===== config.mk =====
export PLATFORM = sky130hd
export DESIGN_NAME = quiz_round_ctrl
export DESIGN_NICKNAME = d
export VERILOG_FILES = /design/src/rtl/quiz_pkg.sv /design/src/rtl/quiz_round_ctrl_fb_timer.sv /design/src/rtl/quiz_round_ctrl.sv
export SDC_FILE = /design/constraint.sdc
export NUM_CORES = 1
export LEC_CHECK = 0
export ABC_CLOCK_PERIOD_IN_PS = 1900
export BUFFER_PORTS_ARGS = -buffer_cell sky130_fd_sc_hd__buf_2
export CAP_MARGIN = 30
export CORE_ASPECT_RATIO = 0.6
export CORE_MARGIN = 4
export CORE_UTILIZATION = 52
export DETAILED_ROUTE_END_ITERATION = 7
export PLACE_DENSITY = 0.76
export SETUP_SLACK_MARGIN = 0.5
export SLEW_MARGIN = 20
export SYNTH_ARGS = -nofsm -noshare
export SYNTH_HDL_FRONTEND = slang
export SYNTH_SLANG_ARGS = --single-unit

===== constraint.sdc =====
create_clock -name clk_i -period 1.9 [get_ports clk_i]
set_clock_uncertainty 0.05 [all_clocks]
set_input_delay 0.38 -clock clk_i [delete_from_list [all_inputs] [get_ports clk_i]]
set_output_delay 0.38 -clock clk_i [all_outputs]
set_load 0.05 [all_outputs]

===== src/rtl/quiz_pkg.sv =====
// rtl/quiz_pkg.sv - shared state encoding and RAM word field constants for the quiz round controller
package quiz_pkg;

    // Round controller states
    localparam logic [3:0] IDLE    = 4'd0;
    localparam logic [3:0] FETCH   = 4'd1;
    localparam logic [3:0] WAIT_RD = 4'd2;
    localparam logic [3:0] CAPTURE = 4'd3;
    localparam logic [3:0] SHOW    = 4'd4;
    localparam logic [3:0] JUDGE   = 4'd5;
    localparam logic [3:0] FB_OK   = 4'd6;
    localparam logic [3:0] FB_BAD  = 4'd7;
    localparam logic [3:0] SETTLE  = 4'd8;
    localparam logic [3:0] OVER    = 4'd9;

    // The expected answer index occupies the top ANS_W bits of a RAM word,
    // the glyph code fills the rest.
    localparam int ANS_W   = 2;
    localparam int ADDR_W  = 2;
    localparam int SCORE_W = 8;
    localparam int LIVES_W = 3;

    localparam logic [SCORE_W-1:0] SCORE_MAX = 8'hFF;

endpackage


===== src/rtl/quiz_round_ctrl_fb_timer.sv =====
// rtl/quiz_round_ctrl_fb_timer.sv - loadable down-counter with done flag for feedback and settle waits
module fb_timer #(
    parameter int CNT_W = 8
) (
    input  logic             clk_i,
    input  logic             rst_i,
    input  logic             clr_i,
    input  logic             load_i,
    input  logic [CNT_W-1:0] load_val_i,
    output logic             done_o
);

    logic [CNT_W-1:0] cnt_q;
    logic [CNT_W-1:0] cnt_d;

    // A load of N keeps done low for N-1 cycles; done marks the last cycle of the wait.
    assign done_o = (cnt_q <= CNT_W'(1));

    // Next count: clear wins over load, load wins over counting down.
    always_comb begin
        cnt_d = cnt_q;
        if (clr_i) begin
            cnt_d = '0;
        end else if (load_i) begin
            cnt_d = load_val_i;
        end else if (cnt_q != '0) begin
            cnt_d = cnt_q - CNT_W'(1);
        end
    end

    // Counter register with synchronous reset.
    always_ff @(posedge clk_i) begin
        if (rst_i) begin
            cnt_q <= '0;
        end else begin
            cnt_q <= cnt_d;
        end
    end

endmodule


===== src/rtl/quiz_round_ctrl.sv =====
// rtl/quiz_round_ctrl.sv - fetches a question, shows it, judges answers and keeps score and lives
module quiz_round_ctrl
    import quiz_pkg::*;
#(
    parameter int DATA_W        = 8,
    parameter int FB_CYCLES     = 50000000,
    parameter int SETTLE_CYCLES = 4,
    parameter int START_LIVES   = 3
) (
    input  logic                    clk_i,
    input  logic                    rst_i,
    input  logic                    enable_i,
    input  logic [ADDR_W-1:0]       rand_addr_i,
    output logic [ADDR_W-1:0]       ram_addr_o,
    output logic                    ram_rd_en_o,
    input  logic [DATA_W-1:0]       ram_data_i,
    input  logic                    answer_valid_i,
    input  logic [ANS_W-1:0]        answer_i,
    output logic [DATA_W-ANS_W-1:0] disp_glyph_o,
    output logic                    disp_valid_o,
    output logic                    force_change_o,
    output logic                    correct_led_o,
    output logic                    wrong_led_o,
    output logic [SCORE_W-1:0]      score_o,
    output logic [LIVES_W-1:0]      lives_o,
    output logic                    game_over_o
);

    localparam int GLY_W = DATA_W - ANS_W;
    localparam int MAXC  = (FB_CYCLES > SETTLE_CYCLES) ? FB_CYCLES : SETTLE_CYCLES;
    localparam int CNT_W = $clog2(MAXC + 1);

    logic [3:0]         state_q, state_d;
    logic [ADDR_W-1:0]  cur_addr_q, cur_addr_d;
    logic [ADDR_W-1:0]  ram_addr_q, ram_addr_d;
    logic               ram_rd_en_q, ram_rd_en_d;
    logic [ANS_W-1:0]   exp_ans_q, exp_ans_d;
    logic [ANS_W-1:0]   ans_q, ans_d;
    logic [GLY_W-1:0]   glyph_q, glyph_d;
    logic               disp_valid_q, disp_valid_d;
    logic               force_change_q, force_change_d;
    logic               correct_led_q, correct_led_d;
    logic               wrong_led_q, wrong_led_d;
    logic [SCORE_W-1:0] score_q, score_d;
    logic [LIVES_W-1:0] lives_q, lives_d;
    logic               game_over_q, game_over_d;

    logic               tmr_clr;
    logic               tmr_load;
    logic [CNT_W-1:0]   tmr_load_val;
    logic               tmr_done;

    fb_timer #(
        .CNT_W(CNT_W)
    ) u_fb_timer (
        .clk_i      (clk_i),
        .rst_i      (rst_i),
        .clr_i      (tmr_clr),
        .load_i     (tmr_load),
        .load_val_i (tmr_load_val),
        .done_o     (tmr_done)
    );

    // Round sequencing: next state, datapath updates and timer control.
    always_comb begin
        state_d        = state_q;
        cur_addr_d     = cur_addr_q;
        ram_addr_d     = ram_addr_q;
        ram_rd_en_d    = 1'b0;
        exp_ans_d      = exp_ans_q;
        ans_d          = ans_q;
        glyph_d        = glyph_q;
        disp_valid_d   = disp_valid_q;
        force_change_d = 1'b0;
        correct_led_d  = correct_led_q;
        wrong_led_d    = wrong_led_q;
        score_d        = score_q;
        lives_d        = lives_q;
        game_over_d    = game_over_q;
        tmr_clr        = 1'b0;
        tmr_load       = 1'b0;
        tmr_load_val   = CNT_W'(FB_CYCLES);

        if (state_q != OVER && !enable_i) begin
            // Leaving the game pauses it: feedback and display drop, score and lives stay.
            state_d       = IDLE;
            disp_valid_d  = 1'b0;
            correct_led_d = 1'b0;
            wrong_led_d   = 1'b0;
            tmr_clr       = 1'b1;
        end else begin
            case (state_q)
                IDLE: begin
                    state_d = FETCH;
                end
                FETCH: begin
                    cur_addr_d  = rand_addr_i;
                    ram_addr_d  = rand_addr_i;
                    ram_rd_en_d = 1'b1;
                    state_d     = WAIT_RD;
                end
                WAIT_RD: begin
                    state_d = CAPTURE;
                end
                CAPTURE: begin
                    exp_ans_d    = ram_data_i[DATA_W-1 -: ANS_W];
                    glyph_d      = ram_data_i[GLY_W-1:0];
                    disp_valid_d = 1'b1;
                    state_d      = SHOW;
                end
                SHOW: begin
                    // An answer beats a question rotation arriving in the same cycle.
                    if (answer_valid_i) begin
                        ans_d   = answer_i;
                        state_d = JUDGE;
                    end else if (rand_addr_i != cur_addr_q) begin
                        state_d = FETCH;
                    end
                end
                JUDGE: begin
                    tmr_load = 1'b1;
                    if (ans_q == exp_ans_q) begin
                        if (score_q != SCORE_MAX) begin
                            score_d = score_q + SCORE_W'(1);
                        end
                        correct_led_d = 1'b1;
                        state_d       = FB_OK;
                    end else begin
                        if (lives_q != '0) begin
                            lives_d = lives_q - LIVES_W'(1);
                        end
                        wrong_led_d = 1'b1;
                        state_d     = FB_BAD;
                    end
                end
                FB_OK: begin
                    if (tmr_done) begin
                        correct_led_d  = 1'b0;
                        force_change_d = 1'b1;
                        disp_valid_d   = 1'b0;
                        tmr_load       = 1'b1;
                        tmr_load_val   = CNT_W'(SETTLE_CYCLES);
                        state_d        = SETTLE;
                    end
                end
                SETTLE: begin
                    // Give the address stage time to publish the new address.
                    if (tmr_done) begin
                        state_d = FETCH;
                    end
                end
                FB_BAD: begin
                    if (tmr_done) begin
                        wrong_led_d = 1'b0;
                        if (lives_q == '0) begin
                            game_over_d  = 1'b1;
                            disp_valid_d = 1'b0;
                            state_d      = OVER;
                        end else begin
                            state_d = SHOW;
                        end
                    end
                end
                OVER: begin
                    game_over_d  = 1'b1;
                    disp_valid_d = 1'b0;
                end
                default: begin
                    state_d = IDLE;
                end
            endcase
        end
    end

    // State and output registers with synchronous reset.
    always_ff @(posedge clk_i) begin
        if (rst_i) begin
            state_q        <= IDLE;
            cur_addr_q     <= '0;
            ram_addr_q     <= '0;
            ram_rd_en_q    <= 1'b0;
            exp_ans_q      <= '0;
            ans_q          <= '0;
            glyph_q        <= '0;
            disp_valid_q   <= 1'b0;
            force_change_q <= 1'b0;
            correct_led_q  <= 1'b0;
            wrong_led_q    <= 1'b0;
            score_q        <= '0;
            lives_q        <= LIVES_W'(START_LIVES);
            game_over_q    <= 1'b0;
        end else begin
            state_q        <= state_d;
            cur_addr_q     <= cur_addr_d;
            ram_addr_q     <= ram_addr_d;
            ram_rd_en_q    <= ram_rd_en_d;
            exp_ans_q      <= exp_ans_d;
            ans_q          <= ans_d;
            glyph_q        <= glyph_d;
            disp_valid_q   <= disp_valid_d;
            force_change_q <= force_change_d;
            correct_led_q  <= correct_led_d;
            wrong_led_q    <= wrong_led_d;
            score_q        <= score_d;
            lives_q        <= lives_d;
            game_over_q    <= game_over_d;
        end
    end

    assign ram_addr_o     = ram_addr_q;
    assign ram_rd_en_o    = ram_rd_en_q;
    assign disp_glyph_o   = glyph_q;
    assign disp_valid_o   = disp_valid_q;
    assign force_change_o = force_change_q;
    assign correct_led_o  = correct_led_q;
    assign wrong_led_o    = wrong_led_q;
    assign score_o        = score_q;
    assign lives_o        = lives_q;
    assign game_over_o    = game_over_q;

endmodule


# Word level (Yosys, flattened, before mapping)

Cells that the tools add are included.

Register bits after elaboration: 59
Input port bits: 16
Output and inout bits: 25

Add/sub/neg operators: 3
$lt $le $gt $ge: 1
Equal/unequal tests: 20
Muxes and demuxes: 29
Bitwise logic cells: 4
Reductions and logical operators: 24

Operators by type and width:

| kind                                                                    | count |
|---|---|
| 26-bit two-way mux                                                      | 5 |
| 4-bit case mux with 10 select lines                                     | 1 |
| 26-bit by 1-bit <= comparator with 1-bit output (second input constant) | 1 |
| 26-bit nonzero test                                                     | 1 |
| 26-bit by 1-bit subtractor with 26-bit output (second input constant)   | 1 |
| 4-bit two-way mux                                                       | 6 |
| 4-bit by 3-bit equality test with 1-bit output (second input constant)  | 4 |
| 4-bit AND reduction                                                     | 4 |
| 1-bit two-way mux                                                       | 12 |
| 2-bit != test (second input constant)                                   | 6 |
| 3-bit AND reduction                                                     | 3 |
| 8-bit by 1-bit adder with 8-bit output (second input constant)          | 1 |
| 4-bit by 2-bit equality test with 1-bit output (second input constant)  | 2 |
| 4-bit equality test (second input constant)                             | 2 |
| 8-bit != test (second input constant)                                   | 1 |
| 1-bit case mux with 2 select lines                                      | 4 |
| 2-bit nonzero test                                                      | 4 |
| 5-bit AND reduction                                                     | 1 |
| 4-bit by 1-bit equality test with 1-bit output (second input constant)  | 1 |
| 4-bit logical NOT                                                       | 1 |
| 4-bit != test (second input constant)                                   | 1 |
| 1-bit inverter                                                          | 4 |
| 1-bit case mux with 4 select lines                                      | 1 |
| 2-bit AND reduction                                                     | 2 |
| other kinds (11)                                                        | 12 |

# Longest topological paths before layout

Gate-level depths: netlist (run 1).

Depth in word-level cells: 5
Mapped depth: 8
Depth with buffers taken out: 7

# Hierarchy

From an unflattened synthesis (run 1), not the netlist that was laid out.

Cell total of the unflattened synthesis: 377
Area, all modules: 3200.6 um^2

Modules (own cells, without submodules):

| module          | times used | cells each | area an instance (um^2) |
|---|---|---|---|
| quiz_round_ctrl | 1          | 188        | 1632.8 |
| fb_timer        | 1          | 189        | 1567.8 |

# Worst setup path before layout (run 1)

OpenSTA, ideal clock, no wires.

Path type: register -> register
Start point: register lives_q[0], in the netlist lives_o[0]
End point: register lives_q[1], in the netlist lives_o[1]
Arrival: 1984 ps
Required time: 1727 ps
Path slack: -258 ps
Stages on the path, launching flop included: 7
Buffers on the path: 0
Clock period less this slack: 2158 ps
Path through: dfxtp_1 inv_1 ha_1 ha_1 nor3b_1 mux2i_1 or2_2

Word-level cells in the longest chain between the ends: 2
Elaborated cells on any way between the ends: 3

Ends and longest elaborated chain:

| what                                                                                | line                   | RTL |
|---|---|---|
| from (decl)                                                                         | quiz_round_ctrl.sv:45  | `logic [LIVES_W-1:0] lives_q, lives_d;` |
| from (signal assigned)                                                              | quiz_round_ctrl.sv:190 | `lives_q <= LIVES_W'(START_LIVES);` |
| from (signal assigned)                                                              | quiz_round_ctrl.sv:205 | `lives_q <= lives_d;` |
| branches (longest 2 deep; another with 3-bit by 1-bit subtractor with 3-bit output) | --                     |  |

Parallel ways; which one is timed is not known.
A chain may end at the register's enable or synchronous reset.

# Final worst setup path (run 1)

Start point: register u_fb_timer.cnt_q[4]
End point: register u_fb_timer.cnt_q[16]

Word-level cells in the longest chain between the ends: 5
Elaborated cells on any way between the ends: 9

Ends and longest elaborated chain:

| what                                                     | line                           | RTL |
|---|---|---|
| from (decl)                                              | quiz_round_ctrl_fb_timer.sv:13 | `logic [CNT_W-1:0] cnt_q;` |
| from (signal assigned)                                   | quiz_round_ctrl_fb_timer.sv:36 | `cnt_q <= cnt_d;` |
| 26-bit by 1-bit <= comparator with 1-bit output          | quiz_round_ctrl_fb_timer.sv:17 | `assign done_o = (cnt_q <= CNT_W'(1));` |
| 1-bit two-way mux                                        | quiz_round_ctrl.sv:137         | `if (tmr_done) begin` |
| 1-bit case mux with 2 select lines                       | quiz_round_ctrl.sv:92          | `case (state_q)` |
| 1-bit two-way mux                                        | quiz_round_ctrl.sv:84          | `if (state_q != OVER && !enable_i) begin` |
| 26-bit two-way mux or 2-bit nonzero test (tied branches) | --                             |  |

Several ways; a longest one is shown, not always the timed one. The select of a mux whose other input is x is not followed.

==> run_results.csv, run 1 <==
group,metric,value,unit
worst_setup_path,reg2regPathDepth,7,
finish,area.growth.synth_to_final,66.9,%
finish,nets,505,
run_status,violations,"negative setup slack",
timing,period_share,1.13,
finish,final_cell_area,0.00521,sq mm
flow_run,cap_violations,0,
timing,tightest_slew,440,ps
floorplanning,coreArea,0.00570,sq mm
place,gp_routability_congestion,0.860,
yosys,synthMuxAreaShare,0.0513,
yosys,synth_top_family_by_area,"simple AND/OR/NAND/NOR gates",
clock_network,clockRootBuffer,"clkbuf_8",
worst_setup_path,worst-setup-path-type,"register to register",
min_path,holdPathEnd,"exp_ans_q[1]$_SDFFE_PP0P_",
finish,multi_input_area,0.00246,sq mm
floorplanning,fp-row-count,21,
yosys,yosysSeqAreaShare,0.378,
yosys,async_reset_ff_frac,0,
global_routing,overflow,0,
floorplanning,io_pins,41,
yosys,synth_fa_ha_area_frac,0.0200,
timing,slew_violations,0,
worst_setup_path,cp-start-kind,"register",
timing,holdWs,237,ps
finish,drive_gt1_frac,0.587,
yosys,ys_types,54,
timing,max_freq,0.467,GHz
routing,drc,0,
timing,finalHoldViolCount,0,
yosys,synthesis.nets,376,
power,ir_worst_vdd,1070,uV
routing,drt_iter0_drc,610,
finish,num_antenna_cells,0,
clock_network,clockBufferDepth,2,
worst_setup_path,timing.rr.end,"u_fb_timer.cnt_q[16]$_SDFFE_PP0P_",
clock_network,clkTransAtPathRegs,70,ps
power,p_leak,2.02,nW
place,place_area,0.00408,sq mm
min_path,hold_start,"ram_data_i[7]",
timing,rsz0062_at_grt,"yes",
place,preCtsSetupSlack,-120,ps
clock_network,cts_tree,"yes",
finish,fill_cells,200,
timing,fin_crit,2140,ps
worst_setup_path,crit_required,2080,ps
timing,tns,-3360,ps
floorplanning,initial_core_util,0.548,
finish,area.sequential,0.00123,sq mm
yosys,synth_compound_area_frac,0.201,
worst_setup_path,worstSetupStartpoint,"u_fb_timer.cnt_q[4]$_SDFFE_PP0P_",
global_routing,grt_pass1_vias,3459,
global_routing,grt_max_degree,24,
power,cellPowerDensity,1560,mW/mm^2
global_routing,grt_pass1_wl,17.8,mm
routing,dr.pass1.iters,6,
yosys,synth_ff_type,"dfxtp_1",
yosys,yosysMostFrequentCell,"dfxtp_1",
yosys,ys_top_cells_by_area,"dfxtp_1 38%, mux2i_1 5.1%, xnor2_1 4.5%",
clock_network,cts_buffers,9,
power,total_power,0.00814,W
worst_setup_path,rr_startpoint,"u_fb_timer.cnt_q[4]$_SDFFE_PP0P_",
min_path,hold_path_class,"input port to register",
worst_setup_path,path_max_fanout,4,
worst_setup_path,cp.arrival,2330,ps
clock_network,cts-htree-levels,3,
yosys,synth_seq_cells,59,
clock_network,hold_buffers,0,
yosys,syn_inst,355,
timing,slew_headroom,0.706,
routing,ant_nets,0,
routing,avgViaCountPerCell,6.96,
run_status,outcome,"complete, but fails checks",
routing,totalWireLength,14.3,mm
floorplanning,fp.dieW,108,um
worst_setup_path,r2r_slack,-240,ps
yosys,synth_simple_gate_area_share,0.262,
yosys,yosysTopAreaCell,"dfxtp_1",
floorplanning,fp.dieH,68.0,um
global_routing,grtUsageTotal,0.320,
yosys,netlist_area,0.00312,sq mm
min_path,min_path_cells,3,
yosys,ys_warn_count,0,
place,io_buffers,40,
yosys,synth_top_area_frac,0.378,
routing,via_count,3958,
place,hpwlAfterDp,6.34,mm
yosys,synth-edff-count,0,
floorplanning,die_area,0.00735,sq mm
timing,finalWorstSetupSlack,-241,ps
yosys,synth_xor_area_frac,0.0505,
routing,wire_per_inst,25.2,um
clock_network,clk_latency,360,ps
timing,setup_viol,31,
global_routing,antenna_found_initial,0,
yosys,avgSynthCellArea,8.79,sq um
yosys,synth_common_cells,"59 x dfxtp_1, 37 x nor2_1, 19 x a21oi_1",
clock_network,cts.sinks,59,
worst_setup_path,worst_setup_path_end_kind,"register",
## state kept, by name, summed over array words and instances, names as in the netlist, 2 cells and up
register	flops
exp_ans_q	2
disp_glyph_o	6
score_o	8
u_fb_timer.cnt_q	26
state_q	4
ans_q	2
lives_o	3
ram_addr_o	2
## routing by layer
layer | wire length [um] | share of wire | global-route usage
met3 | 1690 | 0.12 | 0.0858
met5 | 0 | 0 | 0
met4 | 1190 | 0.083 | 0.123
met2 | 6340 | 0.44 | 0.536
met1 | 5130 | 0.36 | 0.399
## how the worst max path moves through the flow
stage | endpoint | depth (start not counted)
3_3_place_gp | u_fb_timer.cnt_q[25]$_SDFFE_PP0P_ | 5
2_1_floorplan | u_fb_timer.cnt_q[25]$_SDFFE_PP0P_ | 6
6_report | u_fb_timer.cnt_q[16]$_SDFFE_PP0P_ | 7
5_1_grt | u_fb_timer.cnt_q[25]$_SDFFE_PP0P_ | 5
3_5_place_dp | u_fb_timer.cnt_q[25]$_SDFFE_PP0P_ | 5
4_1_cts | u_fb_timer.cnt_q[25]$_SDFFE_PP0P_ | 5
## logic make-up (layout without fill, tap and decap cells)
kind of cell	after synthesis	in the layout
multiplexers	16	16
adder cells (fa/ha/maj)	5	5
AND/OR/NAND/NOR	140	140
flip-flops	59	59
buffers and inverters	26	160
XOR/XNOR	18	18
AO/OA/AOI/OAI	91	91
## cell usage in the layout (no fill, tap or decap), types with 7 or more instances in the layout
master     n
o21ai_2    8
xnor2_1   15
buf_6     29
buf_2     19
nor2_1    29
a21oi_2   20
or4_4      8
dfxtp_2   11
dfxtp_1   38
clkbuf_8   9
dfxtp_4   10
buf_4     73
mux2i_1   16
a21oi_1    9
nor4_2     9
o31a_1     7
nand2_1   14
## where the power goes
part | leakage (nW) | total, W | internal [W] | switching [W]
registers | 0.490 | 0.00155 | 0.00138 | 0.000174
clock network | 0.0935 | 0.00113 | 0.000594 | 0.000538
logic | 1.44 | 0.00545 | 0.00248 | 0.00297
## through the flow
step,instances,utilization
final,569,0.914
after CTS,560,0.854
after global placement,523,0.716
after detailed placement,523,0.716
after floorplan,355,-
after global routing,569,0.914
## area by class of cell
type | instances | share of cell area
Clock inverter | 6 | 0.0108
Timing Repair Buffer | 136 | 0.230
Sequential cell | 59 | 0.237
Inverter | 8 | 0.00624
Multi-Input combinational cell | 270 | 0.472
Tap cell | 80 | 0.0192
Clock buffer | 10 | 0.0245
## worst max-delay path, cell delays in order, from the launching register on
cell	delay, ps
dfxtp_2	350
nor4_4	340
buf_4	190
nand3_2	170
buf_4	220
nor4_2	240
mux2i_1	360
nor2_2	100
## what timing repair did
action | 4_1_cts | 5_1_grt
pin swaps | 28 | 10
resized for setup | 97 | 61
endpoints found under the setup margin | 73 | 69
cloned | 1 | 2
setup buffers | 20 | 7
(Power assumes the default switching activity.)
==> run 2, diff against run 1 <==
--- a/config.mk
+++ b/config.mk
@@ -18,3 +18,4 @@
 export SYNTH_ARGS = -nofsm -noshare
 export SYNTH_HDL_FRONTEND = slang
 export SYNTH_SLANG_ARGS = --single-unit
+export TNS_END_PERCENT = 20
==> run 2 against run 1 <==
The run ends with design-rule violations, negative setup slack left. Final cell count down 1.4%. Combinational power fell by 9.7%. Maximum frequency increased by 0.62%. Largest power group unchanged.
==> run_results.csv, run 2 (synthesis gave the netlist of run 1 again) <==
group,metric,value,unit
clock_network,clockBufferDepth,2,
flow_run,cap_violations,0,
routing,ant_nets,0,
timing,finalWorstSetupSlack,-228,ps
floorplanning,die_area,0.00735,sq mm
worst_setup_path,crit_path_frequent_cell,"buf_4",
timing,max_freq,0.470,GHz
run_status,outcome,"complete, but fails checks",
routing,drc,1,
run_status,violations,"design-rule violations, negative setup slack",
global_routing,grt_pass1_vias,3156,
floorplanning,io_pins,41,
routing,dr.pass1.iters,7,
power,ir_worst_vdd,1050,uV
clock_network,cts_buffers,9,
floorplanning,fp-row-count,21,
power,cellPowerDensity,1540,mW/mm^2
clock_network,clockRootBuffer,"clkbuf_8",
place,place_area,0.00385,sq mm
finish,nets,497,
clock_network,clkTransAtPathRegs,80,ps
floorplanning,initial_core_util,0.548,
timing,rsz0062_at_grt,"yes",
timing,tightest_slew,567,ps
worst_setup_path,worst_setup_path_end_kind,"register",
worst_setup_path,cp_slowest_cell,"nor4_1",
clock_network,hold_buffers,0,
place,preCtsSetupSlack,-139,ps
timing,slew_violations,0,
finish,final_common_cell,"buf_4",
finish,final_cell_area,0.00492,sq mm
timing,setup_viol,30,
routing,totalWireLength,12.8,mm
power,pwr-share-comb,0.651,
timing,fin_crit,2130,ps
worst_setup_path,path_cells,"buf_4, nor4_1, nand3_1, buf_4, o31a_1, o22ai_1, a21oi_1",
clock_network,clk_latency,370,ps
worst_setup_path,critical_path.top_delay_family,"simple AND/OR/NAND/NOR gates",
finish,final_cell_mix,"67 x buf_4, 40 x dfxtp_1, 32 x nor2_1, 28 x buf_6",
timing,slew_headroom,0.618,
timing,finalHoldViolCount,0,
global_routing,overflow,0,
place,io_buffers,40,
floorplanning,coreArea,0.00570,sq mm
timing,holdWs,222,ps
finish,largest_reg_flops,26,
floorplanning,fp.dieH,68.0,um
clock_network,cts_tree,"yes",
routing,avgViaCountPerCell,6.66,
routing,drt_iter0_drc,432,
finish,num_antenna_cells,0,
power,p_int,0.00414,W
place,gp_routability_congestion,0.899,
global_routing,grtUsageTotal,0.271,
worst_setup_path,cp-start-kind,"register",
power,power_switching,0.00341,W
worst_setup_path,crit_required,2070,ps
routing,wire_per_inst,22.8,um
global_routing,grt_max_degree,22,
min_path,hold_path_class,"input port to register",
clock_network,cts-htree-levels,3,
global_routing,antenna_found_initial,0,
worst_setup_path,path_buf_inv,2,
worst_setup_path,cp.arrival,2300,ps
power,p_seq_frac,0.206,
floorplanning,fp.dieW,108,um
worst_setup_path,worst_path_largest_cell_delay,530,ps
global_routing,grt_pass1_wl,15.4,mm
clock_network,cts.sinks,59,
worst_setup_path,path_max_fanout,14,
routing,via_count,3737,
power,clkPwrFrac,0.143,
finish,largest-register,"u_fb_timer.cnt_q",
timing,period_share,1.12,
worst_setup_path,worst-setup-path-type,"register to register",
finish,area.growth.synth_to_final,57.5,%
place,hpwlAfterDp,6.37,mm
power,switching_share,0.451,
finish,drive_gt1_frac,0.514,
power,p_leak,1.92,nW
run 2: cell count changes in the layout (fill, tap and decap cells not counted), sizes merged:
cell,before,now
clkinvlp,1,2
clkinv,4,2
inv,8,9
bufinv,1,0
buf,127,120
run 2: repair_timing:
item                                    4_1_cts  5_1_grt
endpoints found under the setup margin       74       77
pin swaps                                    14       51
gates cloned                                  1        1
setup buffers                                 3       22
resized for setup                            64       99
run 2: layout make-up:
class | count | area, sq um
multi-input combinational | 270 | 2280
sequential | 59 | 1210
timing repair buffer | 128 | 1120
fill | 276 | 785
clock buffer | 11 | 141
tap | 80 | 100
clock inverter | 5 | 37.5
inverter | 8 | 30.0
run 2: power by group through the flow:
stage | registers, W | clock network (W) | logic, W
2_1_floorplan | 0.00157 | 0 | 0.00215
3_3_place_gp | 0.00153 | 0 | 0.00323
3_5_place_dp | 0.00154 | 0 | 0.00334
4_1_cts | 0.00152 | 0.00105 | 0.00371
5_1_grt | 0.00156 | 0.00114 | 0.00515
6_report | 0.00155 | 0.00108 | 0.00492
run 2: routing by layer:
layer,vias up,GRT usage,routed length (um)
met1,1777,0.356,4900
li1,1571,-,-
met3,76,0.0707,1270
met5,-,0,0
met2,313,0.433,5970
met4,0,0.101,632
run 2: metrics by stage:
stage	std cells	total power, W	util	setup TNS (ps)
5_1_grt	561	0.00785	0.862	-6160
3_3_place_gp	518	0.00476	0.676	-885
3_5_place_dp	518	0.00488	0.676	-1650
2_1_floorplan	355	0.00372	-	-862
6_report	561	0.00755	0.862	-4350
4_1_cts	538	0.00628	0.757	-898
run 2: final timing paths:
kind,start,endpoint,slack [ps],cells past startpoint
max,u_fb_timer.cnt_q[0]$_SDFFE_PP0P_,u_fb_timer.cnt_q[25]$_SDFFE_PP0P_,-230,7
min,ram_data_i[0],disp_glyph_o[0]$_SDFFE_PP0P_,220,3
max reg2reg,u_fb_timer.cnt_q[0]$_SDFFE_PP0P_,u_fb_timer.cnt_q[25]$_SDFFE_PP0P_,-230,7
min reg2reg,game_over_o$_SDFFE_PP0P_,game_over_o$_SDFFE_PP0P_,410,2
run 2: worst min-delay path, stage by stage:
cell	delay, ps
buf_2	80
mux2i_1	60
nor2_1	90
==> run 3, diff against run 2 <==
--- a/config.mk
+++ b/config.mk
@@ -9,7 +9,7 @@
 export BUFFER_PORTS_ARGS = -buffer_cell sky130_fd_sc_hd__buf_2
 export CAP_MARGIN = 30
 export CORE_ASPECT_RATIO = 0.6
-export CORE_MARGIN = 4
+export CORE_MARGIN = 2
 export CORE_UTILIZATION = 52
 export DETAILED_ROUTE_END_ITERATION = 7
 export PLACE_DENSITY = 0.76
==> run 3 against run 2 <==
The flow finishes with violations (negative setup slack). Hold slack got worse by 2.7 ps. First-iteration DRC count shrank 21%. Global-route usage up 3.9 points. Core utilization shrank 1.4 points. Final cell count decreased by 2.0%. Clock-buffer cell count is 2 lower. Clock power is 6% higher. Register-to-register slack improved by 40 ps. Sequential cell count stayed put. Wire length fell by 9.3%. Largest power group unchanged.
==> run_results.csv, run 3 (synthesis gave the netlist of run 1 again) <==
group,metric,value,unit
power,pwr-share-comb,0.643,
timing,slew_headroom,0.535,
finish,num_antenna_cells,0,
run_status,violations,"negative setup slack",
timing,tightest_slew,696,ps
timing,max_freq,0.479,GHz
routing,totalWireLength,11.6,mm
global_routing,grtUsageTotal,0.309,
global_routing,grtUsageMet2,0.485,
clock_network,cts_tree,"yes",
worst_setup_path,cp.arrival,2270,ps
routing,wire_per_inst,21.1,um
routing,avgViaCountPerCell,6.37,
finish,area.growth.synth_to_final,54.3,%
power,total_power,0.00759,W
floorplanning,fp-row-count,21,
clock_network,cts.sinks,59,
floorplanning,io_pins,41,
finish,area.sequential,0.00122,sq mm
power,power_switching,0.00334,W
clock_network,cts-htree-levels,3,
finish,fill_cells,313,
global_routing,met3_usage,0.0755,
global_routing,grt_pass1_vias,3179,
power,switching_share,0.439,
finish,final_cell_area,0.00482,sq mm
timing,tns,-2460,ps
power,p_int,0.00426,W
finish,nets,486,
timing,fin_crit,2090,ps
worst_setup_path,worst_setup_path_end_kind,"register",
global_routing,antenna_found_initial,0,
place,preCtsSetupSlack,-139,ps
timing,rsz0062_at_grt,"yes",
min_path,hold_path_class,"input port to register",
worst_setup_path,path_max_fanout,7,
worst_setup_path,worst-setup-path-type,"register to register",
global_routing,grt_pass1_wl,16.0,mm
clock_network,cts_buffers,9,
timing,period_share,1.10,
finish,largest-register,"u_fb_timer.cnt_q",
finish,final_cell_mix,"60 x buf_4, 40 x dfxtp_1, 32 x nor2_1, 27 x buf_6, 22 x buf_2",
routing,via_count,3502,
power,ir_worst_vdd,1030,uV
global_routing,overflow,0,
timing,finalWorstSetupSlack,-188,ps
place,place_area,0.00388,sq mm
routing,drt_iter0_drc,342,
power,p_leak,1.88,nW
timing,slew_violations,0,
routing,ant_nets,0,
floorplanning,initial_core_util,0.550,
routing,drc,0,
run_status,outcome,"complete, but fails checks",
floorplanning,die_area,0.00666,sq mm
clock_network,clk_latency,350,ps
global_routing,grt_max_degree,22,
floorplanning,fp.dieH,64.0,um
clock_network,clockBufferDepth,2,
finish,largest_reg_flops,26,
worst_setup_path,cp-start-kind,"register",
power,clkPwrFrac,0.151,
power,p_seq_frac,0.206,
floorplanning,coreArea,0.00568,sq mm
finish,drive_gt1_frac,0.504,
place,hpwlAfterDp,6.25,mm
clock_network,hold_buffers,0,
power,cellPowerDensity,1580,mW/mm^2
finish,multi_input_area,0.00228,sq mm
floorplanning,fp.dieW,104,um
worst_setup_path,crit_required,2080,ps
place,io_buffers,40,
finish,final_common_cell,"buf_4",
routing,dr.pass1.iters,5,
global_routing,busiest_layer,"met2",
clock_network,clockRootBuffer,"clkbuf_8",
timing,setup_viol,25,
clock_network,clkTransAtPathRegs,70,ps
flow_run,cap_violations,0,
place,gp_routability_congestion,0.873,
global_routing,grt_use_met1,0.422,
timing,finalHoldViolCount,0,
-- run 3: cell count changes in the layout (fill, tap and decap cells not counted), sizes merged --
| cell | previous run | this run |
|---|---|---|
| buf | 120 | 114 |
| bufinv | 0 | 1 |
| clkbuf | 19 | 12 |
| clkinv | 2 | 4 |
| inv | 9 | 8 |
-- run 3: area by class of cell --
cell class                      instances  share of cell area
Tap cell                               80              0.0208
Inverter                                8             0.00623
Clock buffer                            9              0.0257
Multi-Input combinational cell        270               0.473
Clock inverter                          7              0.0143
Timing Repair Buffer                  117               0.206
Sequential cell                        59               0.254
-- run 3: worst paths after layout --
check | from | cells after the start | slack (ps) | end
setup / recovery | u_fb_timer.cnt_q[25]$_SDFFE_PP0P_ | 9 | -190 | u_fb_timer.cnt_q[25]$_SDFFE_PP0P_
hold / removal | answer_i[0] | 3 | 220 | ans_q[0]$_SDFFE_PP0P_
setup reg to reg | u_fb_timer.cnt_q[25]$_SDFFE_PP0P_ | 9 | -190 | u_fb_timer.cnt_q[25]$_SDFFE_PP0P_
hold reg to reg | game_over_o$_SDFFE_PP0P_ | 2 | 420 | game_over_o$_SDFFE_PP0P_
-- run 3: timing repair --
item | in CTS | in global routing
resized for setup | 72 | 81
pin swaps | 14 | 30
endpoints found under the setup margin | 74 | 73
gates cloned | 1 | 0
setup buffers | 7 | 5
-- run 3: power by group through the flow --
| stage | Sequential (W) | Combinational, W | Clock [W] |
|---|---|---|---|
| after floorplan | 0.00157 | 0.00215 | 0 |
| after global placement | 0.00154 | 0.00326 | 0 |
| after detailed placement | 0.00155 | 0.00338 | 0 |
| after CTS | 0.00154 | 0.00410 | 0.00114 |
| after global routing | 0.00158 | 0.00513 | 0.00122 |
| final | 0.00156 | 0.00488 | 0.00115 |
-- run 3: through the flow --
step                      instances  hold slack, ps  utilization
after floorplan                 355             403            -
after global placement          521             384        0.683
after detailed placement        521             398        0.683
after CTS                       545             212        0.784
after global routing            550             237        0.849
final                           550             219        0.849
-- run 3: routing by layer --
metal,wire [um],vias up,part of all wire
met5,0,-,0
met4,363,0,0.031
met3,1060,42,0.092
met1,4760,1682,0.41
li1,-,1560,-
met2,5400,218,0.47
-- run 3: critical path, stage by stage, from the launching register on --
cell,delay [ps]
dfxtp_1,320
or4_4,580
nor2_8,200
buf_6,120
buf_6,100
nand3_4,80
o21ai_4,210
buf_6,130
buf_12,120
a21oi_1,50
